===== src/rtl/as_gpio_port.sv =====
// Memory-mapped GPIO port: DATA_OUT/DIR registers, synchronised DATA_IN, and a
// cs_o strobe that frames every DATA_OUT update before the bus is acknowledged.
module as_gpio_port #(
  parameter int NR_GPIOS  = 8,
  parameter int CS_CYCLES = 2,
  parameter int ADDR_W    = 2
) (
  input  logic                clk_i,
  input  logic                rst_i,
  input  logic                sel_i,
  input  logic                we_i,
  input  logic [ADDR_W-1:0]   addr_i,
  input  logic [63:0]         wdata_i,
  output logic [63:0]         rdata_o,
  output logic                ack_o,
  output logic [NR_GPIOS-1:0] gpio_o,
  output logic [NR_GPIOS-1:0] gpio_oe_o,
  input  logic [NR_GPIOS-1:0] gpio_i,
  output logic                cs_o,
  output logic [ADDR_W-1:0]   gpio_addr_o
);

  localparam int CNT_W = (CS_CYCLES > 1) ? $clog2(CS_CYCLES) : 1;
  localparam logic [ADDR_W-1:0] OFF_DOUT = ADDR_W'(0);
  localparam logic [ADDR_W-1:0] OFF_DIR  = ADDR_W'(1);
  localparam logic [ADDR_W-1:0] OFF_DIN  = ADDR_W'(2);
  localparam logic [ADDR_W-1:0] OFF_STAT = ADDR_W'(3);

  typedef enum logic [1:0] {
    ST_IDLE   = 2'd0,
    ST_STROBE = 2'd1,
    ST_ACK    = 2'd2
  } state_t;

  state_t              r_state;
  logic [CNT_W-1:0]    r_cnt;
  logic                r_cs;
  logic                r_ack;
  logic [63:0]         r_rdata;
  logic [NR_GPIOS-1:0] r_data_out;
  logic [NR_GPIOS-1:0] r_dir;
  logic [NR_GPIOS-1:0] r_sync1;
  logic [NR_GPIOS-1:0] r_sync2;
  logic [ADDR_W-1:0]   r_gpio_addr;

  state_t              w_state_nxt;
  logic [CNT_W-1:0]    w_cnt_nxt;
  logic                w_cs_nxt;
  logic                w_ack_nxt;
  logic [63:0]         w_rdata_nxt;
  logic [NR_GPIOS-1:0] w_data_out_nxt;
  logic [NR_GPIOS-1:0] w_dir_nxt;
  logic [ADDR_W-1:0]   w_gpio_addr_nxt;
  logic [NR_GPIOS-1:0] w_data_in;
  logic [63:0]         w_rd_val;
  logic                w_busy;
  logic                w_unused;

  // Output pins reflect the loop-back value, input pins the synchronised value.
  assign w_data_in = (r_sync2 & ~r_dir) | (r_data_out & r_dir);
  assign w_busy    = (r_state != ST_IDLE);
  assign w_unused  = ^wdata_i;

  // Read-data mux over the register map; unmapped offsets read as zero.
  always_comb begin
    w_rd_val = 64'd0;
    case (addr_i)
      OFF_DOUT: w_rd_val = 64'(r_data_out);
      OFF_DIR:  w_rd_val = 64'(r_dir);
      OFF_DIN:  w_rd_val = 64'(w_data_in);
      OFF_STAT: w_rd_val = {62'd0, w_busy, r_cs};
      default:  w_rd_val = 64'd0;
    endcase
  end

  // Next-state and next-register logic for the bus/strobe sequencer.
  always_comb begin
    w_state_nxt     = r_state;
    w_cnt_nxt       = r_cnt;
    w_cs_nxt        = r_cs;
    w_ack_nxt       = 1'b0;
    w_rdata_nxt     = 64'd0;
    w_data_out_nxt  = r_data_out;
    w_dir_nxt       = r_dir;
    w_gpio_addr_nxt = r_gpio_addr;
    case (r_state)
      ST_IDLE: begin
        // r_ack blocks the still-high sel_i of the request just acknowledged.
        if (sel_i && !r_ack) begin
          if (!we_i) begin
            w_ack_nxt   = 1'b1;
            w_rdata_nxt = w_rd_val;
          end else if (addr_i == OFF_DOUT) begin
            w_data_out_nxt  = wdata_i[NR_GPIOS-1:0];
            w_gpio_addr_nxt = addr_i;
            w_cs_nxt        = 1'b1;
            w_cnt_nxt       = CNT_W'(CS_CYCLES - 1);
            w_state_nxt     = ST_STROBE;
          end else begin
            if (addr_i == OFF_DIR) begin
              w_dir_nxt = wdata_i[NR_GPIOS-1:0];
            end else begin
              w_dir_nxt = r_dir;
            end
            w_ack_nxt = 1'b1;
          end
        end else begin
          w_state_nxt = ST_IDLE;
        end
      end
      ST_STROBE: begin
        if (r_cnt == CNT_W'(0)) begin
          w_cs_nxt    = 1'b0;
          w_ack_nxt   = 1'b1;
          w_state_nxt = ST_ACK;
        end else begin
          w_cnt_nxt = r_cnt - CNT_W'(1);
        end
      end
      ST_ACK: begin
        w_state_nxt = ST_IDLE;
      end
      default: begin
        w_state_nxt = ST_IDLE;
        w_cs_nxt    = 1'b0;
        w_cnt_nxt   = CNT_W'(0);
      end
    endcase
  end

  // State, register file and input synchroniser.
  always_ff @(posedge clk_i) begin
    if (rst_i) begin
      r_state     <= ST_IDLE;
      r_cnt       <= CNT_W'(0);
      r_cs        <= 1'b0;
      r_ack       <= 1'b0;
      r_rdata     <= 64'd0;
      r_data_out  <= '0;
      r_dir       <= '0;
      r_sync1     <= '0;
      r_sync2     <= '0;
      r_gpio_addr <= ADDR_W'(0);
    end else begin
      r_state     <= w_state_nxt;
      r_cnt       <= w_cnt_nxt;
      r_cs        <= w_cs_nxt;
      r_ack       <= w_ack_nxt;
      r_rdata     <= w_rdata_nxt;
      r_data_out  <= w_data_out_nxt;
      r_dir       <= w_dir_nxt;
      r_sync1     <= gpio_i;
      r_sync2     <= r_sync1;
      r_gpio_addr <= w_gpio_addr_nxt;
    end
  end

  assign rdata_o     = r_rdata;
  assign ack_o       = r_ack;
  assign cs_o        = r_cs;
  assign gpio_addr_o = r_gpio_addr;
  assign gpio_o      = r_data_out & r_dir;
  assign gpio_oe_o   = r_dir;

endmodule


===== config.mk =====
export PLATFORM = sky130hd
export DESIGN_NAME = as_gpio_port
export DESIGN_NICKNAME = d
export VERILOG_FILES = /design/src/rtl/as_gpio_port.sv
export SDC_FILE = /design/constraint.sdc
export NUM_CORES = 1
export LEC_CHECK = 0
export CAP_MARGIN = 20
export CORE_ASPECT_RATIO = 0.6
export CORE_MARGIN = 5
export CORE_UTILIZATION = 38
export CTS_CLUSTER_DIAMETER = 30
export DETAILED_ROUTE_END_ITERATION = 16
export GPL_TIMING_DRIVEN = 0
export PLACE_DENSITY = 0.88
export SKIP_CTS_REPAIR_TIMING = 1
export SLEW_MARGIN = 20
export SYNTH_ARGS = -nofsm -noshare
export SYNTH_HDL_FRONTEND = slang
export SYNTH_SLANG_ARGS = --single-unit

===== constraint.sdc =====
create_clock -name clk_i -period 2.3 [get_ports clk_i]
set_input_delay 0.23 -clock clk_i [delete_from_list [all_inputs] [get_ports clk_i]]
set_output_delay 0.23 -clock clk_i [all_outputs]
set_load 0.1 [all_outputs]

# After elaboration in Yosys (flattened, before gate mapping)
# Cells that the tools add are included.
[classes] add_sub_neg=1 eq_ne=11 n_mux=18 bitwise_logic=8 reduce_logical=11
[ops] operator="one-hot mux 64 bit (4 select lines)" count=1
[ops] operator="AND 8 bit" count=2
[ops] operator="AND reduction 5 bit" count=2
[ops] operator="2-to-1 mux 1 bit" count=9
[ops] operator="2-to-1 mux 2 bit" count=4
[ops] operator="!= test 2 bit (second input constant)" count=4
[ops] operator="NOT 8 bit" count=1
[ops] operator="OR 8 bit" count=1
[ops] operator="AND reduction 4 bit" count=2
[ops] operator="== test 2 bit (second input constant)" count=3
[ops] operator="!= test 3 bit (second input constant)" count=2
[ops] operator="one-hot mux 1 bit (3 select lines)" count=2
[ops] operator="== test 2 x 1 -> 1 bit (second input constant)" count=2
[ops] operator="logical NOT 2 bit" count=2
[ops] operator="NOT 1 bit" count=4
[ops] operator="one-hot mux 2 bit (2 select lines)" count=1
[ops] operator="OR reduction 4 bit" count=1
[ops] operator="AND reduction 3 bit" count=1
[ops] operator="one-hot mux 1 bit (2 select lines)" count=1
[ops] operator="nonzero test 2 bit" count=1
[ops] operator="logical AND 1 bit" count=1
[ops] operator="logical NOT 1 bit" count=1
[ops] operator="subtractor 1 bit (second input constant)" count=1
[totals] reg_bits=103 inputBits=78 out_inout_bits=84 word_cells=59

# Longest topological paths before layout
[logic_depth] word_depth=5 mapped_depth=5 ltp_nobuf=3

# Worst setup path before layout
# Ideal clock, no wire load.
[synth_path] kind="reg-to-output" start="reg r_dir[1] (netlist: gpio_oe_o[1])" end="out gpio_o[1]" arrival_time_ps=1847 required_time_ps=2070 path_slack_ps=223 stages_incl_launch_ff=2 path_buffers=0 path_cell_list="dfxtp_1 -> and2_1"
[synth_between] elab_chain_cells=1
[synth_lines] element="from (decl)" line_no="41" text="logic [NR_GPIOS-1:0] r_dir;"
[synth_lines] element="from (signal assigned)" line_no="151" text="r_dir <= w_dir_nxt;"
[synth_lines] element="AND 8 bit" line_no="162" text="assign gpio_o = r_data_out & r_dir;"
[synth_lines] element="to (decl)" line_no="16" text="output logic [NR_GPIOS-1:0] gpio_o,"
# Every way passes these cells.

# Worst setup path in the final report
[layout_path] start="reg r_dir[2] (netlist: gpio_oe_o[2])" end="out gpio_o[2]"
# The elaborated chain is that of the path after synthesis.

==> out/qor.csv <==
metric;value;unit
endpoint_kind;output port;
synth_ff_type;dfxtp_1;
ys_ff_latch;47;
hold_viol_final;0;
synth_edf_count;0;
cts_htree_levels;2;
start_util;0.389;
ioPinCount;162;
m1WireLength;2.28;mm
synth_seq_area_share;0.397;
cp-start-kind;flip-flop;
worstSetupPathType;flip-flop to output port;
synth_top_area_cell;dfxtp_1;
n_fill_cell;523;
drtIter0Drc;43;
fin_skew;0.00899;ns
cts_buffers;5;
finalSetupViolations;0;
synth_top_area_frac;0.397;
drt_pre_antenna_iters;4;
r2r_slack;0.77;ns
fp.dieH;71.2;um
cts_sinks;47;
worstSkewPairLatency;0.31;ns
clock_path_buffers;2;
maxCapViolations;0;
place.gp.congestion;0.815;
nets;436;
powerDensity;676;nW/um^2
drc_errors;0;
p_leak;1.57;nW
holdCritPathClass;input port to flip-flop;
wl_per_cell;12.5;um
gr-usage-all-layers;0.141;
wirelength;5.52;mm
yosysMostFrequentCell;buf_4;
die_w;112;um
synth_commonest_cells;buf_4 (57), dfxtp_1 (47), nand2b_1 (32);
ys_top_cells_by_area;dfxtp_1 (40%), buf_4 (18%), nand2b_1 (8.5%), mux2i_1 (7.6%), nor2b_1 (5.3%);
ir_worst_vdd;0.305;mV
grt_pass1_wl;8.89;mm
status;completed;
period_share;0.977;
portBuffers;47;
std_cell_rows;22;
syn_avg_cell_area;9.51;sq um
antenna_found_initial;0;
path_clk_slew;0.08;ns
synthArstFlopShare;0;
worstPathRequired;2.07;ns
grt-ovfl-total;0;
wl_met3;372;um
fmax;0.445;GHz
yosys_warnings;0;
syn_inst;249;
tightest_slew;0.988;ns
vias;1783;
area_delta_synth_final;39.1;%
drive_above_1_share;0.206;
layout_min_cycle_time;2.25;ns
core_area;6080;sq um
cp_data_arrival_time;2.02;ns
drv_slew;0;
slew_headroom;0.339;
num_antenna_cells;0;
drtAntennaViolNets;0;
worstPathMaxFanout;5;
hpwl;4.42;mm
synth.distinct_cells;32;
top_layer;met4;
grt_pass1_vias;1773;
grt_max_degree;15;
cts_tree;done;
syn_area;2370;sq um
viasPerCell;4.02;
grt_setup_unrepaired;no;
met2_length;2.82;mm
fin_util;0.542;
finalSetupTns;0;ns
ctsRootBufferMaster;clkbuf_8;
die_area;7960;sq um
state kept, by name (all words and copies together) (netlist names):
register and cells:
r_state 2, gpio_addr_o 2, r_sync2 8, gpio_oe_o 8, rdata_o 8, cs_o 1
r_cnt 1, ack_o 1, r_data_out 8, r_sync1 8
stage by stage:
step / area [sq um] / std cells / power (mW) / hold slack (ns) / setup WS, ns
3_5_place_dp: 3150 / 435 / 1.52 / 0.420 / 0.365
2_1_floorplan: 2570 / 304 / 1.45 / 0.358 / 0.223
5_1_grt: 3300 / 443 / 2.30 / 0.325 / 0.00396
6_report: 3300 / 443 / 2.23 / 0.288 / 0.0535
4_1_cts: 3280 / 443 / 2.24 / 0.292 / 0.000340
3_3_place_gp: 3150 / 435 / 1.52 / 0.420 / 0.354
critical path, stage by stage (launching register included):
cell and delay [ns]:
dfxtp_1 0.43, and2_1 0.16, clkdlybuf4s50_1 1.12
layout by cell type (no fill, tap or decap), types with 6 or more instances in the layout:
cell type        count
clkbuf_1             8
nand3b_1             9
and2_1               8
mux2i_1             18
dfxtp_1             47
clkdlybuf4s50_1     42
nand2b_1            32
nor2b_1             20
conb_1              56
nor3b_1              6
buf_4               57
worst paths after layout:
| kind | startpoint | to | cells past startpoint |
|---|---|---|---|
| hold / removal | rst_i | r_sync2[1] | 2 |
| setup reg to reg | r_state[0] | rdata_o[1] | 3 |
| hold reg to reg | r_sync1[7] | r_sync2[7] | 1 |
| setup / recovery | gpio_oe_o[2] | gpio_o[2] | 2 |
final cells by class:
type / count / area (sq um) / area share
buffer: 68 / 480 / 0.146
clock buffer: 6 / 72.6 / 0.0220
clock inverter: 2 / 60.1 / 0.0182
inverter: 1 / 3.75 / 0.00114
multi-input combinational: 188 / 1150 / 0.349
sequential: 47 / 941 / 0.285
tap: 84 / 105 / 0.0319
timing repair buffer: 47 / 483 / 0.147
cell families (layout without fill, tap and decap cells):
kind of cell / after synthesis / count (layout) / share of synthesized area
other: 1 / 56 / 0.00158
flip-flops: 47 / 47 / 0.397
AO/OA/AOI/OAI: 19 / 19 / 0.0518
AND/OR/NAND/NOR: 95 / 95 / 0.269
multiplexers: 18 / 18 / 0.0761
buffers and inverters: 69 / 124 / 0.204
power by group:
group	switching, mW	internal, mW
clock network	0.284	0.434
registers	0.0132	0.836
logic	0.515	0.147
metal layers:
layer  global-route usage  vias up
met5                    0        -
met4               0.0310        0
li1                     -      928
met1                0.168      798
met2                0.241       51
met3               0.0590        6
No activity file was read; power rests on OpenSTA's default activity.
